==> config.mk <==
export PLATFORM = sky130hd
export DESIGN_NAME = game_flow_ctrl_flat
export DESIGN_NICKNAME = d
export VERILOG_FILES = /design/src/rtl/game_flow_ctrl_if.sv /design/src/rtl/game_flow_ctrl.sv /design/src/flat_wrapper.sv
export SDC_FILE = /design/constraint.sdc
export NUM_CORES = 1
export LEC_CHECK = 0
export BUFFER_PORTS_ARGS = -buffer_cell sky130_fd_sc_hd__clkbuf_2
export CORE_UTILIZATION = 60
export CTS_CLUSTER_DIAMETER = 50
export CTS_CLUSTER_SIZE = 16
export DETAILED_ROUTE_END_ITERATION = 10
export HOLD_SLACK_MARGIN = 0.05
export PLACE_DENSITY = 0.89
export SLEW_MARGIN = 20
export SYNTH_ARGS = -nofsm -noshare
export SYNTH_HDL_FRONTEND = slang
export SYNTH_SLANG_ARGS = --single-unit
==> constraint.sdc <==
create_clock -name clk -period 7.8 [get_ports clk]
set_input_delay 0.78 -clock clk [delete_from_list [all_inputs] [get_ports clk]]
set_output_delay 0.78 -clock clk [all_outputs]
set_load 0.02 [all_outputs]
==> src/rtl/game_flow_ctrl_if.sv <==
// Bundle between the game sequencer and the scene: frame/button/collision
// inputs in, screen state and object positions out.
interface game_flow_ctrl_if;
   logic        frame_tick;
   logic        btn_start;
   logic        btn_flap;
   logic        hit;
   logic [1:0]  state;
   logic [9:0]  panda_y;
   logic [10:0] tube_x0;
   logic [10:0] tube_x1;
   logic [10:0] tube_x2;
   logic [10:0] tube_x3;
   logic [7:0]  score;

   modport master (
      input  frame_tick, btn_start, btn_flap, hit,
      output state, panda_y, tube_x0, tube_x1, tube_x2, tube_x3, score
   );

   modport slave (
      output frame_tick, btn_start, btn_flap, hit,
      input  state, panda_y, tube_x0, tube_x1, tube_x2, tube_x3, score
   );
endinterface

==> src/rtl/game_flow_ctrl.sv <==
// Frame-rate game sequencer: screen state, panda motion, tube scrolling and
// score, all advanced once per frame_tick.
module game_flow_ctrl #(
   parameter int H_RES        = 640,
   parameter int V_RES        = 480,
   parameter int TUBE_SPACING = 160,
   parameter int SCROLL_STEP  = 2,
   parameter int PANDA_X      = 160,
   parameter int PANDA_H      = 32,
   parameter int GRAVITY      = 1,
   parameter int FLAP_VEL     = 8,
   parameter int MAX_FALL     = 8,
   parameter int OVER_FRAMES  = 120
) (
   input  logic              clk,
   input  logic              rst,
   game_flow_ctrl_if.master  gf
);

   typedef enum logic [1:0] {
      S_INIT  = 2'd0,
      S_START = 2'd1,
      S_PLAY  = 2'd2,
      S_OVER  = 2'd3
   } state_e;

   localparam logic [9:0]         Y_HOME   = 10'(V_RES / 2);
   localparam logic [9:0]         Y_FLOOR  = 10'(V_RES - PANDA_H);
   localparam logic signed [5:0]  V_FLAP   = 6'(-FLAP_VEL);
   localparam logic signed [5:0]  V_MAX    = 6'(MAX_FALL);
   localparam logic signed [5:0]  V_GRAV   = 6'(GRAVITY);
   localparam logic [10:0]        STEP     = 11'(SCROLL_STEP);
   localparam logic [10:0]        WRAP_ADD = 11'(4 * TUBE_SPACING - SCROLL_STEP);
   localparam logic [10:0]        SCORE_X  = 11'(PANDA_X);
   localparam logic [6:0]         OVER_MAX = 7'(OVER_FRAMES);

   state_e               state_q, state_d;
   logic [9:0]           y_q, y_d;
   logic signed [5:0]    vel_q, vel_d;
   logic [10:0]          tube_q [4];
   logic [10:0]          tube_d [4];
   logic [7:0]           score_q, score_d;
   logic                 pend_q, pend_d;
   logic [6:0]           cnt_q, cnt_d;

   // Candidate per-frame motion, committed only by a clean PLAY frame_tick.
   logic signed [5:0]    vel_new;
   logic signed [5:0]    vel_fall;
   logic [11:0]          y_wide;
   logic [9:0]           y_new;
   logic                 floor_hit;
   logic [10:0]          tube_new [4];
   logic                 tube_pass;

   always_comb begin
      vel_fall = vel_q + V_GRAV;
      if (pend_q || gf.btn_flap) begin
         vel_new = V_FLAP;
      end else if (vel_fall > V_MAX) begin
         vel_new = V_MAX;
      end else begin
         vel_new = vel_fall;
      end

      y_wide    = {2'b00, y_q} + {{6{vel_new[5]}}, vel_new};
      floor_hit = !y_wide[11] && (y_wide >= {2'b00, Y_FLOOR});
      if (y_wide[11]) begin
         y_new = '0;
      end else if (floor_hit) begin
         y_new = Y_FLOOR;
      end else begin
         y_new = y_wide[9:0];
      end

      tube_pass = 1'b0;
      for (int i = 0; i < 4; i++) begin
         if (tube_q[i] < STEP) begin
            tube_new[i] = tube_q[i] + WRAP_ADD;
         end else begin
            tube_new[i] = tube_q[i] - STEP;
         end
         tube_pass = tube_pass | (tube_new[i] == SCORE_X);
      end
   end

   always_comb begin
      // NOTE: every next-state signal is defaulted first so no path can infer a latch.
      state_d = state_q;
      y_d     = y_q;
      vel_d   = vel_q;
      tube_d  = tube_q;
      score_d = score_q;
      pend_d  = pend_q;
      cnt_d   = cnt_q;

      unique case (state_q)
         S_INIT: state_d = S_START;

         S_START: begin
            if (gf.btn_start) begin
               state_d = S_PLAY;
            end
         end

         S_PLAY: begin
            pend_d = pend_q | gf.btn_flap;
            if (gf.hit) begin
               state_d = S_OVER;
            end else if (gf.frame_tick) begin
               vel_d  = vel_new;
               y_d    = y_new;
               tube_d = tube_new;
               pend_d = 1'b0;
               if (tube_pass && score_q != 8'hFF) begin
                  score_d = score_q + 8'd1;
               end
               if (floor_hit) begin
                  state_d = S_OVER;
               end
            end
         end

         S_OVER: begin
            if (gf.frame_tick && cnt_q != OVER_MAX) begin
               cnt_d = cnt_q + 7'd1;
            end
            if (gf.btn_start && cnt_q == OVER_MAX) begin
               state_d = S_START;
            end
         end

         default: state_d = S_INIT;
      endcase

      // Any transition out of START or OVER starts a fresh round.
      if ((state_q == S_START && state_d == S_PLAY) ||
          (state_q == S_OVER  && state_d == S_START)) begin
         y_d     = Y_HOME;
         vel_d   = '0;
         score_d = '0;
         pend_d  = 1'b0;
         cnt_d   = '0;
         for (int i = 0; i < 4; i++) begin
            tube_d[i] = 11'(H_RES + i * TUBE_SPACING);
         end
      end
   end

   // NOTE: sequential state uses non-blocking assignments so all registers update together.
   always_ff @(posedge clk) begin
      if (rst) begin
         state_q <= S_INIT;
         y_q     <= Y_HOME;
         vel_q   <= '0;
         score_q <= '0;
         pend_q  <= 1'b0;
         cnt_q   <= '0;
         for (int i = 0; i < 4; i++) begin
            tube_q[i] <= 11'(H_RES + i * TUBE_SPACING);
         end
      end else begin
         state_q <= state_d;
         y_q     <= y_d;
         vel_q   <= vel_d;
         score_q <= score_d;
         pend_q  <= pend_d;
         cnt_q   <= cnt_d;
         tube_q  <= tube_d;
      end
   end

   assign gf.state   = state_q;
   assign gf.panda_y = y_q;
   assign gf.tube_x0 = tube_q[0];
   assign gf.tube_x1 = tube_q[1];
   assign gf.tube_x2 = tube_q[2];
   assign gf.tube_x3 = tube_q[3];
   assign gf.score   = score_q;

endmodule

==> src/flat_wrapper.sv <==
// flat-port wrapper written by rule: the top's interface ports become plain ports
module game_flow_ctrl_flat 
#(
   parameter int H_RES        = 640,
   parameter int V_RES        = 480,
   parameter int TUBE_SPACING = 160,
   parameter int SCROLL_STEP  = 2,
   parameter int PANDA_X      = 160,
   parameter int PANDA_H      = 32,
   parameter int GRAVITY      = 1,
   parameter int FLAP_VEL     = 8,
   parameter int MAX_FALL     = 8,
   parameter int OVER_FRAMES  = 120
)
  (clk, rst, gf_frame_tick, gf_btn_start, gf_btn_flap, gf_hit, gf_state, gf_panda_y, gf_tube_x0, gf_tube_x1, gf_tube_x2, gf_tube_x3, gf_score);
  game_flow_ctrl_if gf_i ();
  input  logic clk;
  input  logic rst;
  input wire logic [$bits(gf_i.frame_tick)-1:0] gf_frame_tick;
  input wire logic [$bits(gf_i.btn_start)-1:0] gf_btn_start;
  input wire logic [$bits(gf_i.btn_flap)-1:0] gf_btn_flap;
  input wire logic [$bits(gf_i.hit)-1:0] gf_hit;
  output wire logic [$bits(gf_i.state)-1:0] gf_state;
  output wire logic [$bits(gf_i.panda_y)-1:0] gf_panda_y;
  output wire logic [$bits(gf_i.tube_x0)-1:0] gf_tube_x0;
  output wire logic [$bits(gf_i.tube_x1)-1:0] gf_tube_x1;
  output wire logic [$bits(gf_i.tube_x2)-1:0] gf_tube_x2;
  output wire logic [$bits(gf_i.tube_x3)-1:0] gf_tube_x3;
  output wire logic [$bits(gf_i.score)-1:0] gf_score;
  assign gf_i.frame_tick = gf_frame_tick;
  assign gf_i.btn_start = gf_btn_start;
  assign gf_i.btn_flap = gf_btn_flap;
  assign gf_i.hit = gf_hit;
  assign gf_state = gf_i.state;
  assign gf_panda_y = gf_i.panda_y;
  assign gf_tube_x0 = gf_i.tube_x0;
  assign gf_tube_x1 = gf_i.tube_x1;
  assign gf_tube_x2 = gf_i.tube_x2;
  assign gf_tube_x3 = gf_i.tube_x3;
  assign gf_score = gf_i.score;
  game_flow_ctrl #(.H_RES(H_RES), .V_RES(V_RES), .TUBE_SPACING(TUBE_SPACING), .SCROLL_STEP(SCROLL_STEP), .PANDA_X(PANDA_X), .PANDA_H(PANDA_H), .GRAVITY(GRAVITY), .FLAP_VEL(FLAP_VEL), .MAX_FALL(MAX_FALL), .OVER_FRAMES(OVER_FRAMES)) u_core (.clk(clk), .rst(rst), .gf(gf_i));
endmodule
==> results.toml <==
[drt]
dr.pass1.iters = 5
drc = 0
drtIter0Drc = 218
final_antenna_net_count = 0
vias_per_cell = 5.98
wirelength_um = 10400
wl_per_cell_um = 15.1
vias = 4107

[sta]
skew_ps = 12.6
fin_crit_sh_pct = 56.6
tns_ps = 0
worst_pin_slew_ps = 915
finalWorstSetupSlack_ps = 3390
rsz0062_at_grt = "false"
slew_violations = 0
slew_headroom_pct = 38.9
period_minus_slack_ps = 4410
finalSetupViolations = 0
fmax_ghz = 0.227
final-hold-violation-count = 0

[placement]
io_buffers = 65
gp_congestion = 0.908
dp_hpwl_um = 7160
pre_cts_ws_ps = 3690

[power_and_ir_drop]
p_clk_share_pct = 42.0
total_power_mw = 0.861
power_switching_mw = 0.227
ir_drop_uv = 108
swShare_pct = 26.3
p_seq_share_pct = 45.7
cellLeakagePower_nw = 2.03
powerDensity_nw_per_um2 = 174
p_int_mw = 0.635
combPwrFrac_pct = 12.4

[layout]
postLayoutCoreUtil_pct = 71.7
multi_input_comb_area_um2 = 2680
final_nets = 617
insertedDiodeCount = 0
area_growth_pct = 13.9
drive_gt1_share_pct = 16.4
nFillCells = 568
ff_latch_area_um2 = 1480

[setup_path]
r2r_start = "u_core.vel_q[0]"
crit_top_cell = "ha_1"
cp_max_fo = 5
critPathRequiredTime_ps = 8100
crit_type = "flop to flop"
critical-path-top-delay-family = "compound AO/OA/AOI/OAI gates"
ff2ff_path_depth = 15
crit_chain = "ha_1 -> nand4b_1 -> a21oi_1 -> a311o_1 -> a21boi_0 -> nor2b_1 -> ha_1 -> fa_1 -> a211oi_1 -> o21ai_0 -> a311oi_1 -> xor2_1 -> nand3_1 -> nor4b_1 -> a221o_1"
slowest_stage = "nor4b_1"
max_stage_delay_ps = 450
crit_path_start = "u_core.vel_q[0]"
worst-path-buf-inv = 0
timing.rr.end = "u_core.gf.panda_y[5]"
critPathCaptureType = "flop"
endpoint = "u_core.gf.panda_y[5]"
startpoint_type = "flop"
reg2reg_setup_slack_ps = 3390
cp.arrival_ps = 4710
critical_path_depth = 15

[run_status]
status = "complete, no violations"

[synth]
yosysSeqAreaShare_pct = 34.1
ys_ff_latch = 74
synth_edf_count = 0
yosysUniqueCellTypes = 63
yosysWarnings = 0
avgSynthCellArea_um2 = 8.20
synthCells = 530
ys_dominant_reg_cell = "dfxtp_1"
syn-cell-area_um2 = 4350
synthArstFlopShare_pct = 0

[clock_tree]
cts_tree = "built"
ctsRootBufferMaster = "clkbuf_8"
cts_buffer_depth = 2
cts_hold_buf = 0
cts_inserted_buffers = 9
htreeDepth = 3
clk_pin_slew_worst_paths_ps = 80
cts_resized = 0
postCtsSetupBuffers = 0
insertion_delay_ps = 360
cts_sinks = 74

[global_route]
antenna_found_initial = 0
grt_pass1_vias = 3765
grt_first_pass_wirelength_um = 17100
track_usage_pct = 28.4
overflow = 0
grt_max_degree = 40

[die]
row_count = 30
die_area_um2 = 7590
die_h_um = 87.1
die_x_um = 87.1
core_area_um2 = 6910
ios = 70
initial_core_util_pct = 62.9

[min_path]
min_path_type = "flop to flop"

[job]
timing.max_cap.violations = 0
-- routing by layer --
layer	global-route usage (%)	wire length, µm
met3	3.79	578
met2	49.2	5090
met1	34.7	4470
met4	14.0	259
met5	0	0
-- sequential cells by signal (all words and copies together), names as in the netlist --
register and flops:
u_core.cnt_q 7, u_core.gf.panda_y 10, u_core.gf.score 8, u_core.gf.state 2, u_core.gf.tube_x0 10, u_core.gf.tube_x1 10, u_core.gf.tube_x2 10, u_core.gf.tube_x3 10
u_core.pend_q 1, u_core.vel_q 6
-- synth_stat cells (all sizes together) (6+ instances only) --
| library cell | number | share of area [%] |
|---|---|---|
| a211oi | 6 | 1.0 |
| a21oi | 23 | 2.6 |
| and2 | 6 | 0.86 |
| and3 | 7 | 1.0 |
| buf | 9 | 1.4 |
| clkbuf | 17 | 1.5 |
| dfxtp | 74 | 34 |
| ha | 24 | 6.9 |
| inv | 21 | 1.8 |
| mux2i | 10 | 2.3 |
| nand2 | 55 | 4.8 |
| nand3 | 17 | 2.0 |
| nand4 | 7 | 1.0 |
| nor2 | 66 | 5.7 |
| nor3 | 24 | 2.8 |
| nor4 | 11 | 1.6 |
| o21ai | 18 | 2.1 |
| or3 | 7 | 1.0 |
| xnor2 | 32 | 6.4 |
| xor2 | 16 | 3.2 |
-- power groups by stage --
stage / clock (mW) / combinational [mW] / sequential (mW)
after global placement: 0 / 0.100 / 0.401
after detailed placement: 0 / 0.103 / 0.402
after floorplan: 0 / 0.0765 / 0.405
final: 0.361 / 0.106 / 0.394
after CTS: 0.365 / 0.105 / 0.393
after global routing: 0.380 / 0.117 / 0.395
-- worst min-delay path by stage --
stage	start	endpoint	slack (ps)	cells after the start
4_1_cts	u_core.gf.panda_y[8]	u_core.gf.panda_y[8]	490	2
3_3_place_gp	u_core.gf.panda_y[8]	u_core.gf.panda_y[8]	470	2
2_1_floorplan	u_core.vel_q[4]	u_core.vel_q[4]	460	2
5_1_grt	u_core.gf.panda_y[8]	u_core.gf.panda_y[8]	510	2
6_report	u_core.gf.panda_y[8]	u_core.gf.panda_y[8]	480	2
3_5_place_dp	u_core.gf.panda_y[8]	u_core.gf.panda_y[8]	470	2
-- worst min-delay path: stages, from the launching register on --
cell and delay [ps]:
dfxtp_1 330, nand2_1 60, a21oi_1 50
-- logic make-up (layout without fill, tap and decap cells) --
group / after synthesis / after routing / synth area share, %
DFF: 74 / 74 / 34.1
and+or+nand+nor: 232 / 232 / 26.7
adders and majority gates: 25 / 25 / 7.37
xor gates and xnor gates: 48 / 48 / 9.67
other: 1 / 4 / 0.0863
buffers and inverters: 47 / 105 / 4.64
AOI/OAI and AO/OA: 93 / 93 / 15.1
muxes: 10 / 10 / 2.30
-- through the flow --
step / instance area (µm²) / hold WS [ps] / cells
2_1_floorplan: 4360 / 463 / 533
3_5_place_dp: 4710 / 474 / 671
3_3_place_gp: 4710 / 468 / 671
4_1_cts: 4950 / 485 / 687
6_report: 4950 / 481 / 687
5_1_grt: 4950 / 511 / 687
-- placed cells by master (no fill, tap or decap), types with 6 or more instances in the layout --
| cell | count |
|---|---|
| dfxtp_1 | 74 |
| nor2_1 | 66 |
| clkbuf_2 | 65 |
| nand2_1 | 55 |
| xnor2_1 | 32 |
| nor3_1 | 24 |
| ha_1 | 24 |
| a21oi_1 | 23 |
| inv_1 | 21 |
| o21ai_0 | 18 |
| nand3_1 | 17 |
| xor2_1 | 16 |
| nor4_1 | 11 |
| mux2i_1 | 10 |
| clkbuf_8 | 9 |
| and3_1 | 7 |
| nand4_1 | 7 |
| and2_1 | 6 |
| or3_1 | 6 |
| a211oi_1 | 6 |
-- area by class of cell --
class / instances / share of cell area (%)
multi-input cells: 412 / 54.1
well taps: 96 / 2.43
repair buffers: 68 / 7.03
flip-flops and latches: 74 / 29.9
inverters: 21 / 1.59
clock inverters: 6 / 2.30
clock buffers: 10 / 2.58
Power figures use the tool's default switching activity.
